--- src/rtl/hazard_ctrl.sv ---
// Pipeline hazard controller: memory-wait FSM, stall/flush steering,
// and sticky timeout plus stall/flush statistics.
module hazard_ctrl (
   input  logic        clk,
   input  logic        rst,
   input  logic [4:0]  IF_ID_RsAddr,
   input  logic [4:0]  IF_ID_RtAddr,
   input  logic        ID_EX_MemRd,
   input  logic [4:0]  ID_EX_RtAddr,
   input  logic        ID_Jump,
   input  logic        EX_BranchTaken,
   input  logic        MemReq,
   input  logic        MemReady,
   input  logic        ClrStat,
   output logic        PCWr,
   output logic [1:0]  IF_ID_HzCtrl,
   output logic [1:0]  ID_EX_HzCtrl,
   output logic [1:0]  EX_MEM_HzCtrl,
   output logic        MemTimeout,
   output logic [31:0] StallCnt,
   output logic [15:0] FlushCnt
);

   typedef enum logic {RUN, MEMWAIT} state_t;

   localparam logic [1:0] HZ_NORM  = 2'b00;
   localparam logic [1:0] HZ_FLUSH = 2'b01;
   localparam logic [1:0] HZ_STALL = 2'b10;

   state_t      state_q, state_d;
   logic [7:0]  wait_q, wait_d;
   logic        tmo_q, tmo_d;
   logic [31:0] stall_q, stall_d;
   logic [15:0] flush_q, flush_d;

   logic ms;
   logic load_use;
   logic flush_evt;

   assign ms = ~MemReady & (MemReq | (state_q == MEMWAIT));

   assign load_use = ID_EX_MemRd & (|ID_EX_RtAddr) &
                     ((ID_EX_RtAddr == IF_ID_RsAddr) |
                      (ID_EX_RtAddr == IF_ID_RtAddr));

   // Priority: memory stall, taken branch, load-use, jump.
   always_comb begin
      PCWr          = 1'b1;
      IF_ID_HzCtrl  = HZ_NORM;
      ID_EX_HzCtrl  = HZ_NORM;
      EX_MEM_HzCtrl = HZ_NORM;
      flush_evt     = 1'b0;
      if (rst) begin
         PCWr = 1'b0;
      end else if (ms) begin
         PCWr          = 1'b0;
         IF_ID_HzCtrl  = HZ_STALL;
         ID_EX_HzCtrl  = HZ_STALL;
         EX_MEM_HzCtrl = HZ_STALL;
      end else if (EX_BranchTaken) begin
         IF_ID_HzCtrl = HZ_FLUSH;
         ID_EX_HzCtrl = HZ_FLUSH;
         flush_evt    = 1'b1;
      end else if (load_use) begin
         PCWr         = 1'b0;
         IF_ID_HzCtrl = HZ_STALL;
         ID_EX_HzCtrl = HZ_FLUSH;
      end else if (ID_Jump) begin
         IF_ID_HzCtrl = HZ_FLUSH;
         flush_evt    = 1'b1;
      end
   end

   always_comb begin
      state_d = state_q;
      wait_d  = wait_q;
      if (state_q == RUN) begin
         if (MemReq && !MemReady) begin
            state_d = MEMWAIT;
            wait_d  = 8'd0;
         end
      end else begin
         if (MemReady) state_d = RUN;
         if (wait_q != 8'hFF) wait_d = wait_q + 8'd1;
      end
   end

   always_comb begin
      tmo_d   = tmo_q;
      stall_d = stall_q;
      flush_d = flush_q;
      if (ClrStat) begin
         tmo_d   = 1'b0;
         stall_d = 32'd0;
         flush_d = 16'd0;
      end else begin
         if (state_q == MEMWAIT && wait_q == 8'd254)
            tmo_d = 1'b1;
         if (!PCWr && stall_q != 32'hFFFF_FFFF)
            stall_d = stall_q + 32'd1;
         if (flush_evt && flush_q != 16'hFFFF)
            flush_d = flush_q + 16'd1;
      end
   end

   always_ff @(posedge clk or posedge rst) begin
      if (rst) begin
         state_q <= RUN;
         wait_q  <= 8'd0;
         tmo_q   <= 1'b0;
         stall_q <= 32'd0;
         flush_q <= 16'd0;
      end else begin
         state_q <= state_d;
         wait_q  <= wait_d;
         tmo_q   <= tmo_d;
         stall_q <= stall_d;
         flush_q <= flush_d;
      end
   end

   assign MemTimeout = tmo_q;
   assign StallCnt   = stall_q;
   assign FlushCnt   = flush_q;

endmodule

--- config.mk ---
export PLATFORM = sky130hd
export DESIGN_NAME = hazard_ctrl
export DESIGN_NICKNAME = d
export VERILOG_FILES = /design/src/rtl/hazard_ctrl.sv
export SDC_FILE = /design/constraint.sdc
export NUM_CORES = 1
export LEC_CHECK = 0
export ABC_CLOCK_PERIOD_IN_PS = 5000
export CELL_PAD_IN_SITES_DETAIL_PLACEMENT = 0
export CELL_PAD_IN_SITES_GLOBAL_PLACEMENT = 1
export CORE_MARGIN = 4
export CORE_UTILIZATION = 37
export DETAILED_ROUTE_END_ITERATION = 8
export PLACE_DENSITY_LB_ADDON = 0.2
export SYNTH_ARGS = -nofsm -noshare
export SYNTH_HDL_FRONTEND = slang
export SYNTH_SLANG_ARGS = --single-unit
--- constraint.sdc ---
create_clock -name clk -period 5 [get_ports clk]
set_input_delay 1 -clock clk [delete_from_list [all_inputs] [get_ports clk]]
set_output_delay 1 -clock clk [all_outputs]
set_load 0.05 [all_outputs]
==> results_dict.tcl, run 1 <==
set metrics [dict create \
    async_flop_share_pct 100 \
    die_area_um2 10700 \
    initial_core_util_pct 38.3 \
    synth-edff-count 0 \
    gr-total-overflow 0 \
    synthFlopType "dfrtp_1" \
    maxCapViolations 0 \
    core_area_um2 8760 \
    cts_tree "built" \
    clk_pin_slew_worst_paths_ps 60 \
    start_kind "input pin" \
    yosysWarnings 0 \
    swShare_pct 26.5 \
    filler_cell_count 861 \
    synth_seq_cells 58 \
    hold_buffers 0 \
    clockRootBuffer "clkbuf_8" \
    crit_family "buffers and inverters" \
    die_x_um 103 \
    reg2reg_from "StallCnt[10]$_DFFE_PP0P_" \
    synth_cells 384 \
    p_sw_w 0.000286 \
    min_period_ps 4200 \
    ctsResizeCount 0 \
    gp_congestion 0.809 \
    final_nets 480 \
    cp.buffers_inverters 2 \
    grt_setup_unrepaired "no" \
    ant_nets 0 \
    p_total_w 0.00108 \
    num_antenna_cells 0 \
    grt_pass1_wl_mm 14.6 \
    path_class "in2out" \
    setup_viol 0 \
    first_pass_iters 4 \
    tightest_slew_ps 998 \
    slew_viol_final 0 \
    num_io_pins 79 \
    die_y_um 103 \
    crit_required_ps 4000 \
    row_count 34 \
    peakVddDrop_mv 0.102 \
    antenna_found_initial 0 \
    synth_fp_nets 411 \
    grt_max_degree 59 \
    period_share_pct 83.9 \
    syn_area_per_cell_um2 8.75 \
    p_leak_nw 1.58 \
    regToRegSetupSlack_ps 2150 \
    numCtsBuffers 9 \
    clk_latency_ps 330 \
    ctsHtreeMaxLevel 3 \
    syn_area_um2 3360 \
    ys_seq_area_share_pct 43.2 \
    clock.fmax_ghz 0.238 \
    arrival_ps 3200 \
    holdCritPathClass "reg2reg" \
    power.internal_w 0.000792 \
    final_common_cell "clkdlybuf4s50_1" \
    drcViolationCount 0 \
    crit_path_end_kind "output port" \
    p_per_area_nw_per_um2 246 \
    wl_per_cell_um 15.5 \
    cpPeakStageDelay_ps 700 \
    crit_slowest_cell "clkdlybuf4s50_1" \
    synth_cell_types 40 \
    max-slew-margin-rel_pct 33.5 \
    hold_start "wait_q[6]$_DFFE_PP0P_" \
    post-dp-hpwl_mm 5.95 \
    vias 3246 \
    p_clk_share_pct 40.5 \
    worstHoldPathCells 1 \
    cp.depth 7 \
    reg2regPathDepth 7 \
    r2r-end "StallCnt[1]$_DFFE_PP0P_" \
    avgViaCountPerCell 5.73 \
    syn_to_final_growth_pct 30.6 \
    postCtsSetupBuffers 0 \
    tns_ps 0 \
    skew_ps 10.3 \
    final_cell_mix "74 x clkdlybuf4s50_1, 58 x dfrtp_1, 49 x a21oi_1" \
    portBuffers 77 \
    outcome "complete, no violations" \
    wl_mm 8.77 \
    clockBufferDepth 2 \
    cp_cell_sequence "clkdlybuf4s50_1 > or4_1 > o21ai_2 > nor2_1 > a21oi_1 > nor2_1 > clkdlybuf4s50_1" \
    drtIter0Drc 164 \
    p_seq_share_pct 46.3 \
    cts_sinks 58 \
    hold_end "wait_q[6]$_DFFE_PP0P_" \
    comb_power_share_pct 13.3 \
    track_usage_pct 17.2 \
    layout-drive-gt1-share_pct 6.11 \
    hold_viol_final 0 \
    grt_pass1_vias 3050 \
    cp_max_fo 3 \
]
-- kinds of logic after synthesis --
kind of cell,count (synthesis),synth area share (%)
XOR/XNOR,13,3.39
buffers and inverters,34,4.43
AO/OA/AOI/OAI,108,19.2
AND/OR/NAND/NOR,161,26.6
multiplexers,5,1.60
other,1,0.112
flip-flops,58,43.2
adder cells (fa/ha/maj),4,1.49
-- Yosys cell counts, drive strengths merged, types with 2 or more instances --
cell | instances | area, um^2
dfrtp | 58 | 1450
a21oi | 49 | 245
o31ai | 29 | 218
or4 | 29 | 218
nand3 | 28 | 140
nand2 | 27 | 101
nor2 | 21 | 78.8
o21ai | 20 | 104
or3 | 19 | 119
clkbuf | 15 | 56.3
nand4 | 12 | 75.1
inv | 11 | 41.3
xnor2 | 11 | 96.3
buf | 8 | 51.3
and3 | 6 | 37.5
nor4 | 5 | 31.3
ha | 4 | 50.1
mux2 | 3 | 33.8
nor2b | 3 | 18.8
nor3 | 3 | 15.0
and4 | 2 | 17.5
mux2i | 2 | 20.0
nand2b | 2 | 12.5
o21bai | 2 | 15.0
or2 | 2 | 12.5
xor2 | 2 | 17.5
-- worst max path at each step --
stage / startpoint / endpoint / slack (ps)
floorplan: rst / IF_ID_HzCtrl[0] / 450
global placement: ID_EX_RtAddr[1] / IF_ID_HzCtrl[1] / 840
detailed placement: ID_EX_RtAddr[1] / IF_ID_HzCtrl[1] / 810
CTS: ID_EX_RtAddr[3] / ID_EX_HzCtrl[0] / 800
global route: ID_EX_RtAddr[3] / ID_EX_HzCtrl[0] / 670
finish: ID_EX_RtAddr[1] / IF_ID_HzCtrl[1] / 800
-- sequential cells by signal (all words and copies together), names as in the netlist --
register,count
FlushCnt,16
StallCnt,32
MemTimeout,1
wait_q,8
state_q,1
-- area by class of cell --
type	instances	area (um^2)	area share, %
multi-input combinational	292	1760	40.1
tap	108	135	3.08
clock buffer	14	163	3.71
timing repair buffer	81	803	18.3
inverter	11	41.3	0.941
clock inverter	2	35.0	0.798
sequential	58	1450	33.1
-- power by group through the flow --
stage          registers [W]  clock network (W)  logic [W]
6_report            0.000499           0.000436   0.000143
5_1_grt             0.000501           0.000465   0.000160
4_1_cts             0.000498           0.000454   0.000146
3_5_place_dp        0.000507                  0   0.000145
3_3_place_gp        0.000507                  0   0.000143
2_1_floorplan       0.000516                  0  0.0000821
-- metrics by stage --
step | instances | worst slack (ps) | hold WS [ps] | cell area [um^2] | utilization (%)
after floorplan | 384 | 448 | 472 | 3360 | -
after global placement | 550 | 837 | 495 | 4190 | 47.8
after detailed placement | 550 | 814 | 497 | 4190 | 47.8
after CTS | 566 | 798 | 506 | 4390 | 50.1
after global routing | 566 | 666 | 527 | 4390 | 50.1
final | 566 | 805 | 504 | 4390 | 50.1
-- worst reg2reg max path, stage by stage, from the launching register on --
cell and delay, ps:
dfrtp_1 450, nand4_1 200, nor3_1 640, nand3_1 260, o211ai_1 470, buf_4 410, mux2i_1 220, nor2_1 50
-- layer usage --
| layer | global-route usage, % | up-vias | wire length (um) |
|---|---|---|---|
| met5 | 0 | - | 0 |
| met4 | 6.87 | 0 | 111 |
| met3 | 3.29 | 10 | 468 |
| met2 | 27.0 | 83 | 4030 |
| met1 | 23.4 | 1575 | 4160 |
| li1 | - | 1578 | - |
No activity file was read; power rests on OpenSTA's default activity.
==> inputs of run 2 (changes only) <==
- ABC_CLOCK_PERIOD_IN_PS: 5000 -> 4100
- clock period: 5 -> 4.1 ns (I/O delays scaled with it)
==> results_dict.tcl, run 2 (same netlist as run 1, synthesis figures left out) <==
set metrics [dict create \
    filler_cell_count 878 \
    reg2reg_from "StallCnt[10]$_DFFE_PP0P_" \
    drcViolationCount 0 \
    gr-total-overflow 0 \
    final_nets 482 \
    die_x_um 103 \
    final_cell_mix "73 x clkdlybuf4s50_1, 58 x dfrtp_1, 49 x a21oi_1" \
    final_common_cell "clkdlybuf4s50_1" \
    p_leak_nw 1.58 \
    crit_required_ps 3280 \
    setup_viol 0 \
    crit_slowest_cell "clkdlybuf4s50_1" \
    clk_latency_ps 340 \
    first_pass_iters 4 \
    vias 3293 \
    num_antenna_cells 0 \
    crit_start "ID_EX_RtAddr[1]" \
    register_area_um2 1450 \
    grt_setup_unrepaired "no" \
    cts_sinks 58 \
    num_io_pins 79 \
    grt_max_degree 59 \
    postCtsSetupBuffers 0 \
    cp_cell_sequence "clkdlybuf4s50_1 > or4_1 > o21ai_2 > nor2_1 > a21oi_1 > nor2_1 > clkdlybuf4s50_1" \
    ant_nets 0 \
    track_usage_pct 17.0 \
    ctsResizeCount 0 \
    row_count 34 \
    antenna_found_initial 0 \
    core_area_um2 8760 \
    multiInputGateArea_um2 1760 \
    hold_start "MemTimeout$_DFFE_PP0P_" \
    drtIter0Drc 127 \
    start_kind "input pin" \
    wl_mm 8.64 \
    path_class "in2out" \
    clk_pin_slew_worst_paths_ps 80 \
    design_area_um2 4410 \
    layout-drive-gt1-share_pct 7.39 \
    maxCapViolations 0 \
    max-slew-margin-rel_pct 33.0 \
    crit_family "buffers and inverters" \
    largest_reg_flops 32 \
    clockRootBuffer "clkbuf_8" \
    holdCritPathClass "reg2reg" \
    avgViaCountPerCell 5.80 \
    clockBufferDepth 2 \
    die_y_um 103 \
    wl_per_cell_um 15.2 \
    grt_pass1_vias 3057 \
    portBuffers 77 \
    outcome "complete, no violations" \
    holdWs_ps 499 \
    cpPeakStageDelay_ps 700 \
    cp.buffers_inverters 2 \
    clock.fmax_ghz 0.263 \
    crit_path_end_kind "output port" \
    cts_tree "built" \
    period_share_pct 92.9 \
    gp_congestion 0.791 \
    cp_max_fo 3 \
    die_area_um2 10700 \
    skew_ps 15.7 \
    tightest_slew_ps 1000 \
    place_area_um2 4210 \
    peakVddDrop_mv 0.145 \
    tns_ps 0 \
    hold_viol_final 0 \
    p_per_area_nw_per_um2 302 \
    ctsHtreeMaxLevel 3 \
    hold_buffers 0 \
    post-dp-hpwl_mm 5.87 \
    slew_viol_final 0 \
    numCtsBuffers 9 \
    grt_pass1_wl_mm 14.5 \
    arrival_ps 2990 \
    initial_core_util_pct 38.3 \
    min_period_ps 3810 \
    syn_to_final_growth_pct 31.3 \
]
## run 2: cell count changes in the layout (fill, tap and decap cells not counted), sizes merged
cell and delta:
clkbuf -4, clkdlybuf4s50 -1, clkinvlp +4, inv -1
buf +3, clkinv +1
## run 2: layout make-up
class / count / area share, %
Inverter: 11 / 1.02
Tap cell: 108 / 3.06
Clock inverter: 6 / 1.50
Timing Repair Buffer: 83 / 18.5
Multi-Input combinational cell: 292 / 39.9
Clock buffer: 10 / 3.12
Sequential cell: 58 / 32.9
## run 2: path summary, 6_finish.rpt
kind	endpoint	slack, ps	cells after the start
max reg2reg	StallCnt[25]$_DFFE_PP0P_	1580	7
min	MemTimeout$_DFFE_PP0P_	500	2
max in group asynchronous	StallCnt[2]$_DFFE_PP0P_	2440	3
max	IF_ID_HzCtrl[1]	290	7
min in group asynchronous	wait_q[4]$_DFFE_PP0P_	1140	3
min reg2reg	MemTimeout$_DFFE_PP0P_	500	2
## run 2: through the flow
step / utilization (%) / power (W) / std cells / worst slack [ps]
finish: 50.3 / 0.00133 / 568 / 291
global route: 50.3 / 0.00140 / 568 / 97.8
CTS: 50.3 / 0.00135 / 568 / 280
detailed placement: 48.0 / 0.000799 / 552 / 290
global placement: 48.0 / 0.000797 / 552 / 288
floorplan: - / 0.000729 / 384 / 423
## run 2: report_power, final
part | total [W] | switching (W) | internal [W]
logic | 0.000177 | 0.000111 | 0.0000661
clock network | 0.000546 | 0.000249 | 0.000297
registers | 0.000608 | 0.0000214 | 0.000587
## run 2: worst register-to-register path, stage by stage, from the launching register on
cell and delay [ps]:
dfrtp_1 450, nand4_1 210, nor3_1 650, nand3_1 200, o211ai_1 130, buf_4 360, nor4_1 110, mux2_2 290
## run 2: metal layers
| layer | global-route usage (%) | share of wire [%] | wire (um) | vias up |
|---|---|---|---|---|
| li1 | - | - | - | 1594 |
| met3 | 3.69 | 6.3 | 542 | 12 |
| met5 | 0 | 0 | 0 | - |
| met4 | 6.37 | 1.5 | 129 | 0 |
| met1 | 22.7 | 45 | 3900 | 1585 |
| met2 | 27.0 | 47 | 4070 | 102 |
